File: src/rtl/wb_result_unit.sv
// Writeback result unit: selects ALU or extended load data and drives the register-file write port.
// Optional WB_BYPASS_EN adds fwd_valid/fwd_reg/fwd_data mirrors of the write port for operand bypass.
module wb_result_unit #(
  parameter int unsigned DATA_W   = 64,
  parameter int unsigned REG_AW   = 5,
  parameter int unsigned ZERO_REG = 31,
  parameter int unsigned TIMEOUT  = 16
) (
  input  logic              clk,
  input  logic              reset,
  input  logic              issue_valid,
  output logic              issue_ready,
  input  logic [DATA_W-1:0] ALUResult,
  input  logic              MemtoReg,
  input  logic              RegWriteIn,
  input  logic [REG_AW-1:0] WriteRegIn,
  input  logic [1:0]        MemSize,
  input  logic              MemSigned,
  input  logic              mem_rvalid,
  input  logic [DATA_W-1:0] ReadData,
  output logic [DATA_W-1:0] WriteData,
  output logic [REG_AW-1:0] WriteReg,
  output logic              RegWrite,
  output logic              load_err
`ifdef WB_BYPASS_EN
  ,
  output logic              fwd_valid,
  output logic [REG_AW-1:0] fwd_reg,
  output logic [DATA_W-1:0] fwd_data
`endif
);

  localparam int unsigned TMR_W = $clog2(TIMEOUT + 1);

  localparam logic [1:0] S_IDLE     = 2'd0;
  localparam logic [1:0] S_WAIT_MEM = 2'd1;
  localparam logic [1:0] S_WRITE    = 2'd2;

  logic [1:0]        r_state;
  logic [TMR_W-1:0]  r_timer;
  logic [1:0]        r_size;
  logic              r_signed;
  logic              r_we;
  logic [REG_AW-1:0] r_reg;

  logic [1:0]        w_state_nxt;
  logic [TMR_W-1:0]  w_timer_nxt;
  logic [TMR_W-1:0]  w_timer_inc;
  logic [1:0]        w_size_nxt;
  logic              w_signed_nxt;
  logic              w_we_nxt;
  logic [REG_AW-1:0] w_reg_nxt;
  logic [DATA_W-1:0] w_wdata_nxt;
  logic [REG_AW-1:0] w_wreg_nxt;
  logic              w_regwrite_nxt;
  logic              w_load_err_nxt;
  logic              w_accept;
  logic              w_we_in;
  logic [DATA_W-1:0] w_ext;

  assign issue_ready = (r_state != S_WAIT_MEM);
  assign w_accept    = issue_valid && issue_ready;
  assign w_we_in     = RegWriteIn && (WriteRegIn != REG_AW'(ZERO_REG));
  assign w_timer_inc = r_timer + TMR_W'(1);

  // Sub-word load extension using the size/sign latched at issue
  always_comb begin
    w_ext = ReadData;
    case (r_size)
      2'd0:    w_ext = {{(DATA_W-8){r_signed & ReadData[7]}}, ReadData[7:0]};
      2'd1:    w_ext = {{(DATA_W-16){r_signed & ReadData[15]}}, ReadData[15:0]};
      2'd2:    w_ext = {{(DATA_W-32){r_signed & ReadData[31]}}, ReadData[31:0]};
      default: w_ext = ReadData;
    endcase
  end

  // Next-state and next-output logic
  always_comb begin
    w_state_nxt    = r_state;
    w_timer_nxt    = r_timer;
    w_size_nxt     = r_size;
    w_signed_nxt   = r_signed;
    w_we_nxt       = r_we;
    w_reg_nxt      = r_reg;
    w_wdata_nxt    = WriteData;
    w_wreg_nxt     = WriteReg;
    w_regwrite_nxt = 1'b0;
    w_load_err_nxt = 1'b0;
    case (r_state)
      S_WAIT_MEM: begin
        if (mem_rvalid) begin
          w_wdata_nxt    = w_ext;
          w_wreg_nxt     = r_reg;
          w_regwrite_nxt = r_we;
          w_state_nxt    = S_WRITE;
        end else if (w_timer_inc == TMR_W'(TIMEOUT)) begin
          w_load_err_nxt = 1'b1;
          w_timer_nxt    = '0;
          w_state_nxt    = S_IDLE;
        end else begin
          w_timer_nxt = w_timer_inc;
        end
      end
      default: begin
        if (w_accept) begin
          w_size_nxt   = MemSize;
          w_signed_nxt = MemSigned;
          w_we_nxt     = w_we_in;
          w_reg_nxt    = WriteRegIn;
          if (MemtoReg) begin
            w_timer_nxt = '0;
            w_state_nxt = S_WAIT_MEM;
          end else begin
            w_wdata_nxt    = ALUResult;
            w_wreg_nxt     = WriteRegIn;
            w_regwrite_nxt = w_we_in;
            w_state_nxt    = S_WRITE;
          end
        end else begin
          w_state_nxt = S_IDLE;
        end
      end
    endcase
  end

  always_ff @(posedge clk or posedge reset) begin
    if (reset) begin
      r_state   <= S_IDLE;
      r_timer   <= '0;
      r_size    <= 2'd0;
      r_signed  <= 1'b0;
      r_we      <= 1'b0;
      r_reg     <= '0;
      WriteData <= '0;
      WriteReg  <= '0;
      RegWrite  <= 1'b0;
      load_err  <= 1'b0;
    end else begin
      r_state   <= w_state_nxt;
      r_timer   <= w_timer_nxt;
      r_size    <= w_size_nxt;
      r_signed  <= w_signed_nxt;
      r_we      <= w_we_nxt;
      r_reg     <= w_reg_nxt;
      WriteData <= w_wdata_nxt;
      WriteReg  <= w_wreg_nxt;
      RegWrite  <= w_regwrite_nxt;
      load_err  <= w_load_err_nxt;
    end
  end

`ifdef WB_BYPASS_EN
  assign fwd_valid = RegWrite;
  assign fwd_reg   = WriteReg;
  assign fwd_data  = WriteData;
`endif

endmodule
File: config.mk
export PLATFORM = sky130hd
export DESIGN_NAME = wb_result_unit
export DESIGN_NICKNAME = d
export VERILOG_FILES = /design/src/rtl/wb_result_unit.sv
export SDC_FILE = /design/constraint.sdc
export NUM_CORES = 1
export LEC_CHECK = 0
export ABC_AREA = 1
export CORE_MARGIN = 2
export CORE_UTILIZATION = 42
export DETAILED_ROUTE_END_ITERATION = 12
export GPL_TIMING_DRIVEN = 0
export PLACE_DENSITY = 0.87
export SLEW_MARGIN = 0
export SYNTH_ARGS = -nofsm -noshare
export SYNTH_HDL_FRONTEND = slang
export SYNTH_SLANG_ARGS = --single-unit
File: constraint.sdc
create_clock -name clk -period 4.5 [get_ports clk]
set_clock_uncertainty 0.05 [all_clocks]
set_input_delay 1.35 -clock clk [delete_from_list [all_inputs] [get_ports clk]]
set_output_delay 1.35 -clock clk [all_outputs]
set_load 0.01 [all_outputs]
# ---- Word-level counts from Yosys, hierarchy flattened
# Cells that the tools add are included.
dict set report totals {
  ff_bits 87
  in_bits 142
  output_inout_bits 72
  elab_cells 59
}
dict set report classes {
  add_sub_neg 1
  n_eq_ne 10
  muxes 26
  bitwise_logic 4
  reduce_logical 8
}
# operator n
set op_table {}
lappend op_table {{64-bit two-way mux} 4}
lappend op_table {{64-bit case mux with 3 select lines} 1}
lappend op_table {{5-bit two-way mux} 9}
lappend op_table {{2-bit two-way mux} 5}
lappend op_table {{1-bit two-way mux} 7}
lappend op_table {{3-bit AND reduction} 2}
lappend op_table {{5-bit by 1-bit adder with 5-bit output (second input constant)} 1}
lappend op_table {{5-bit == test (second input constant)} 1}
lappend op_table {{5-bit != test (second input constant)} 1}
lappend op_table {{2-bit by 1-bit == test with 1-bit output (second input constant)} 2}
lappend op_table {{2-bit by 1-bit != test with 1-bit output (second input constant)} 2}
lappend op_table {{2-bit != test (second input constant)} 2}
lappend op_table {{2-bit nonzero test} 2}
lappend op_table {{1-bit bitwise AND} 3}
lappend op_table {{3-bit != test (second input constant)} 1}
lappend op_table {{2-bit == test (second input constant)} 1}
lappend op_table {{1-bit logical AND} 2}
lappend op_table {{2-bit zero test} 1}
lappend op_table {{2-bit AND reduction} 1}
lappend op_table {{1-bit inverter} 1}

# ---- Depth between registers and ports, before layout
# Gate-level depths: netlist of run 1.
dict set report logic_depth {
  depth_word 5
  depth_mapped 10
  mapped_depth_nobuf 8
}

# ---- Worst setup path before layout of run 1
# Ideal clock, no wire load.
dict set report synth_path {
  kind {register to output}
  startpoint {reg r_state[1]}
  endpoint {out issue_ready}
  t_arrival_ns 0.943
  t_required_ns 3.100
  path_slack_ns 2.157
  stages_incl_launch_ff 5
  path_buffers 2
  path_cell_list {dfrtp_1 -> nor2_4 -> inv_2 -> buf_2 -> buf_2}
}
dict set report synth_between {
  elab_chain_cells 1
}
# item line
set synth_rtl {}
lappend synth_rtl {{start: declaration} 39} ;# logic [1:0] r_state;
lappend synth_rtl {{start signal: assignment} 139} ;# r_state <= w_state_nxt;
lappend synth_rtl {{2-bit by 1-bit != test with 1-bit output} 61} ;# assign issue_ready = (r_state != S_WAIT_MEM);
lappend synth_rtl {{end: declaration} 12} ;# output logic issue_ready,
# Every way passes these cells.

# ---- Worst setup path in the final report of run 1
dict set report layout_path {
  startpoint {reg r_state[0]}
  endpoint {out issue_ready}
}
# Same word-level chain as after synthesis.

==> results.tsv, run 1 <==
metric	value	unit
Layout Utilization	67.4	%
Mapped Area	0.00473	mm²
Hold Vio Cnt, Final	0	
hold bufs inserted after CTS	0	
worst path cell trace	inv_1 -> nor2_4 -> inv_2 -> buf_2 -> buf_2 -> clkdlybuf4s50_1	
total wire length	16.1	mm
Vias	5296	
Power Density	409	mW/mm²
worst vdd ir	196	µV
Mapped Avg Cell Area	7.16	µm²
# setup viols final	0	
Mapped Nets	804	
Yosys top cell area share	46.0	%
Crit Path Class	register to output pin	
pin count of the biggest net entering global routing	69	
Top reg by flops	WriteData	
initial antenna violation count	0	
IO Count	214	
Slew @ Worst Pin	0.555	ns
CTS resizes	0	
TritonCTS buffer count	9	
Detail Route Antenna Nets	0	
clock root cell	clkbuf_16	
DRT iter0 DRCs	423	
clk_lat worst skew	0.33	ns
min-delay src	WriteReg[3]$_DFFE_PP0P_	
CTS sink cnt	87	
CP startpoint kind	register	
Die Width	110	µm
WP data arrival	2.05	ns
hold slack	0.425	ns
vias in the first global route	5097	
CTS tree	built	
dpl ws	1.40	ns
fraction of layout cells with a size suffix above 1	7.63	%
WL per Instance	15.6	µm
first-pass GRT wire length	25.1	mm
Reg clk slew, reported paths	0.07	ns
area delta synth->final	55.8	%
Worst setup EP type	output pin	
Period minus WS final	3.45	ns
max incr delay on CP	0.58	ns
core area	0.0109	mm²
max cap viols	0	
Vias/cell	5.14	
worst setup margin	1.05	ns
Largest register FFs	64	
CTS Buffer Depth	2	
Critical Path Source	r_state[0]$_DFFE_PP0P_	
Nets	1029	
Synth area leaders	dfrtp_1, nand2_1, nand3_1, a21oi_1, nand4_1	
grt ovf	0	
row count	38	
residual DRC count	0	
Syn. warnings	0	
most frequent CP cell	buf_2	
DR pass1 iterations	8	
Initial Utilization	43.3	%
Post-DP HPWL	11.7	mm
period utilization	76.6	%
data required time of the critical path	3.10	ns
Slew Viols, Final	0	
finished layout cell area	0.00737	mm²
synthesized flop and latch total	87	
status	complete, no violations	
Max Fclk	290	MHz
CP top delay family	buffers and inverters	
CP max FO	10	
unrepaired setup endpoints after global routing	false	
Bufs and invs on worst path	5	
postcts setup bufs	0	
Slew headroom	63.0	%
Netlist cell types	23	
Mapped Cells	661	
Synth area leader	dfrtp_1	
Antenna Cells	0	
post-synthesis sequential area ratio	46.0	%
reg2reg start	r_state[1]$_DFFE_PP0P_	
placed instance area	0.00707	mm²
placer congestion estimate	0.863	
Hold/Removal Path Class	register to register	
Tot GR Track Use	26.7	%
# port buffers	213	
die area	0.0121	mm²
leakage power	0.00341	µW
die height	110	µm
H-Tree Depth	3	
CP max-delay cell	clkdlybuf4s50_1	
-- synth_stat cells --
| cell | count |
|---|---|
| nand2_1 | 265 |
| dfrtp_1 | 87 |
| nand3_1 | 67 |
| a21oi_1 | 48 |
| nor2_1 | 37 |
| nand4_1 | 35 |
| buf_2 | 23 |
| clkbuf_1 | 22 |
| inv_1 | 18 |
| or2_2 | 16 |
| o21ai_0 | 14 |
| o211ai_1 | 8 |
| buf_4 | 4 |
| buf_1 | 3 |
| nand2_2 | 3 |
| o21ai_1 | 3 |
| inv_2 | 2 |
| ha_1 | 1 |
| nor2_2 | 1 |
| nor2_4 | 1 |
| nor3_1 | 1 |
| o21a_1 | 1 |
| o22ai_1 | 1 |
-- per-layer routing --
| metal | wire, µm | up-vias | part of all wire [%] | global-route usage, % |
|---|---|---|---|---|
| li1 | - | 2603 | - | - |
| met1 | 6640 | 2417 | 41 | 35.2 |
| met2 | 7810 | 258 | 49 | 45.6 |
| met3 | 1380 | 18 | 8.6 | 4.12 |
| met4 | 223 | 0 | 1.4 | 7.77 |
| met5 | 0 | - | 0 | 0 |
-- worst register-to-register path, cell delays in order, from the launching register on --
cell and delay (ns):
dfrtp_1 0.40, nor2_4 0.30, nor2_2 0.08, nand2_2 0.19, nand2_2 0.09, inv_2 0.09
buf_4 0.21, buf_4 0.21, nand2_1 0.07, nand2_1 0.07
-- area by class of cell --
class,instances,area (µm²)
multi-input cells,502,2240
clock buffers,9,225
well taps,140,175
repair buffers,214,2160
flip-flops and latches,87,2180
inverters,20,77.6
clock inverters,7,77.6
fillers,945,3560
plain buffers,52,239
-- final timing paths --
path,to,slack [ns],cells after the start
setup / recovery,issue_ready,1.05,6
hold / removal,WriteReg[3]$_DFFE_PP0P_,0.43,2
setup reg to reg,WriteData[5]$_DFFE_PP0P_,2.67,9
hold reg to reg,WriteReg[3]$_DFFE_PP0P_,0.43,2
max in group asynchronous,WriteData[41]$_DFFE_PP0P_,2.51,3
min in group asynchronous,WriteData[1]$_DFFE_PP0P_,1.27,2
-- cell families (layout without fill, tap and decap cells) --
logic type | after synthesis | count (layout) | synth area share [%]
and+or+nand+nor | 426 | 426 | 38.7
DFF | 87 | 87 | 46.0
AOI/OAI and AO/OA | 75 | 75 | 8.43
buffers and inverters | 72 | 302 | 6.64
adders and majority gates | 1 | 1 | 0.264
-- cell usage in the layout, fill, tap and decap left out, drive strengths merged --
cell | synthesis | routed
o21ai | 17 | 17
nand4 | 35 | 35
bufinv | 0 | 1
nor3 | 1 | 1
clkbuf | 22 | 31
nand3 | 67 | 67
dfrtp | 87 | 87
or2 | 16 | 16
nand2 | 268 | 268
o21a | 1 | 1
clkinv | 0 | 1
o211ai | 8 | 8
buf | 30 | 31
clkdlybuf4s50 | 0 | 213
inv | 20 | 24
ha | 1 | 1
o22ai | 1 | 1
clkinvlp | 0 | 1
a21oi | 48 | 48
nor2 | 39 | 39
-- report_power, final --
group / total, µW / leakage [µW] / switching (µW) / internal, µW
Clock: 773 / 0.000147 / 335 / 438
Sequential: 1090 / 0.00108 / 110 / 978
Combinational: 1160 / 0.00218 / 565 / 591
-- per-stage QoR --
stage | total power, µW | cells | TNS [ns]
after detailed placement | 2250 | 1015 | 0
after global placement | 2230 | 1014 | -55.00
after CTS | 3030 | 1031 | 0
after floorplan | 1610 | 661 | 0
final | 3020 | 1031 | 0
after global routing | 3190 | 1031 | 0
Power figures use the tool's default switching activity.
==> run 2: changes to the inputs <==
clock period = 3.4 ns   (was 4.5 ns; I/O delays follow)
==> results of run 2 <==
Same layout as run 1 (identical final DEF). Status: complete, no violations.
Among the figures that moved: setup slack after placement 1.40 ns -> 0.629 ns; setup slack after layout 1.05 ns -> 0.285 ns; register-to-register setup slack 2.67 ns -> 1.57 ns; total power 3020 µW -> 3990 µW; worst IR drop on VDD 196 µV -> 259 µV
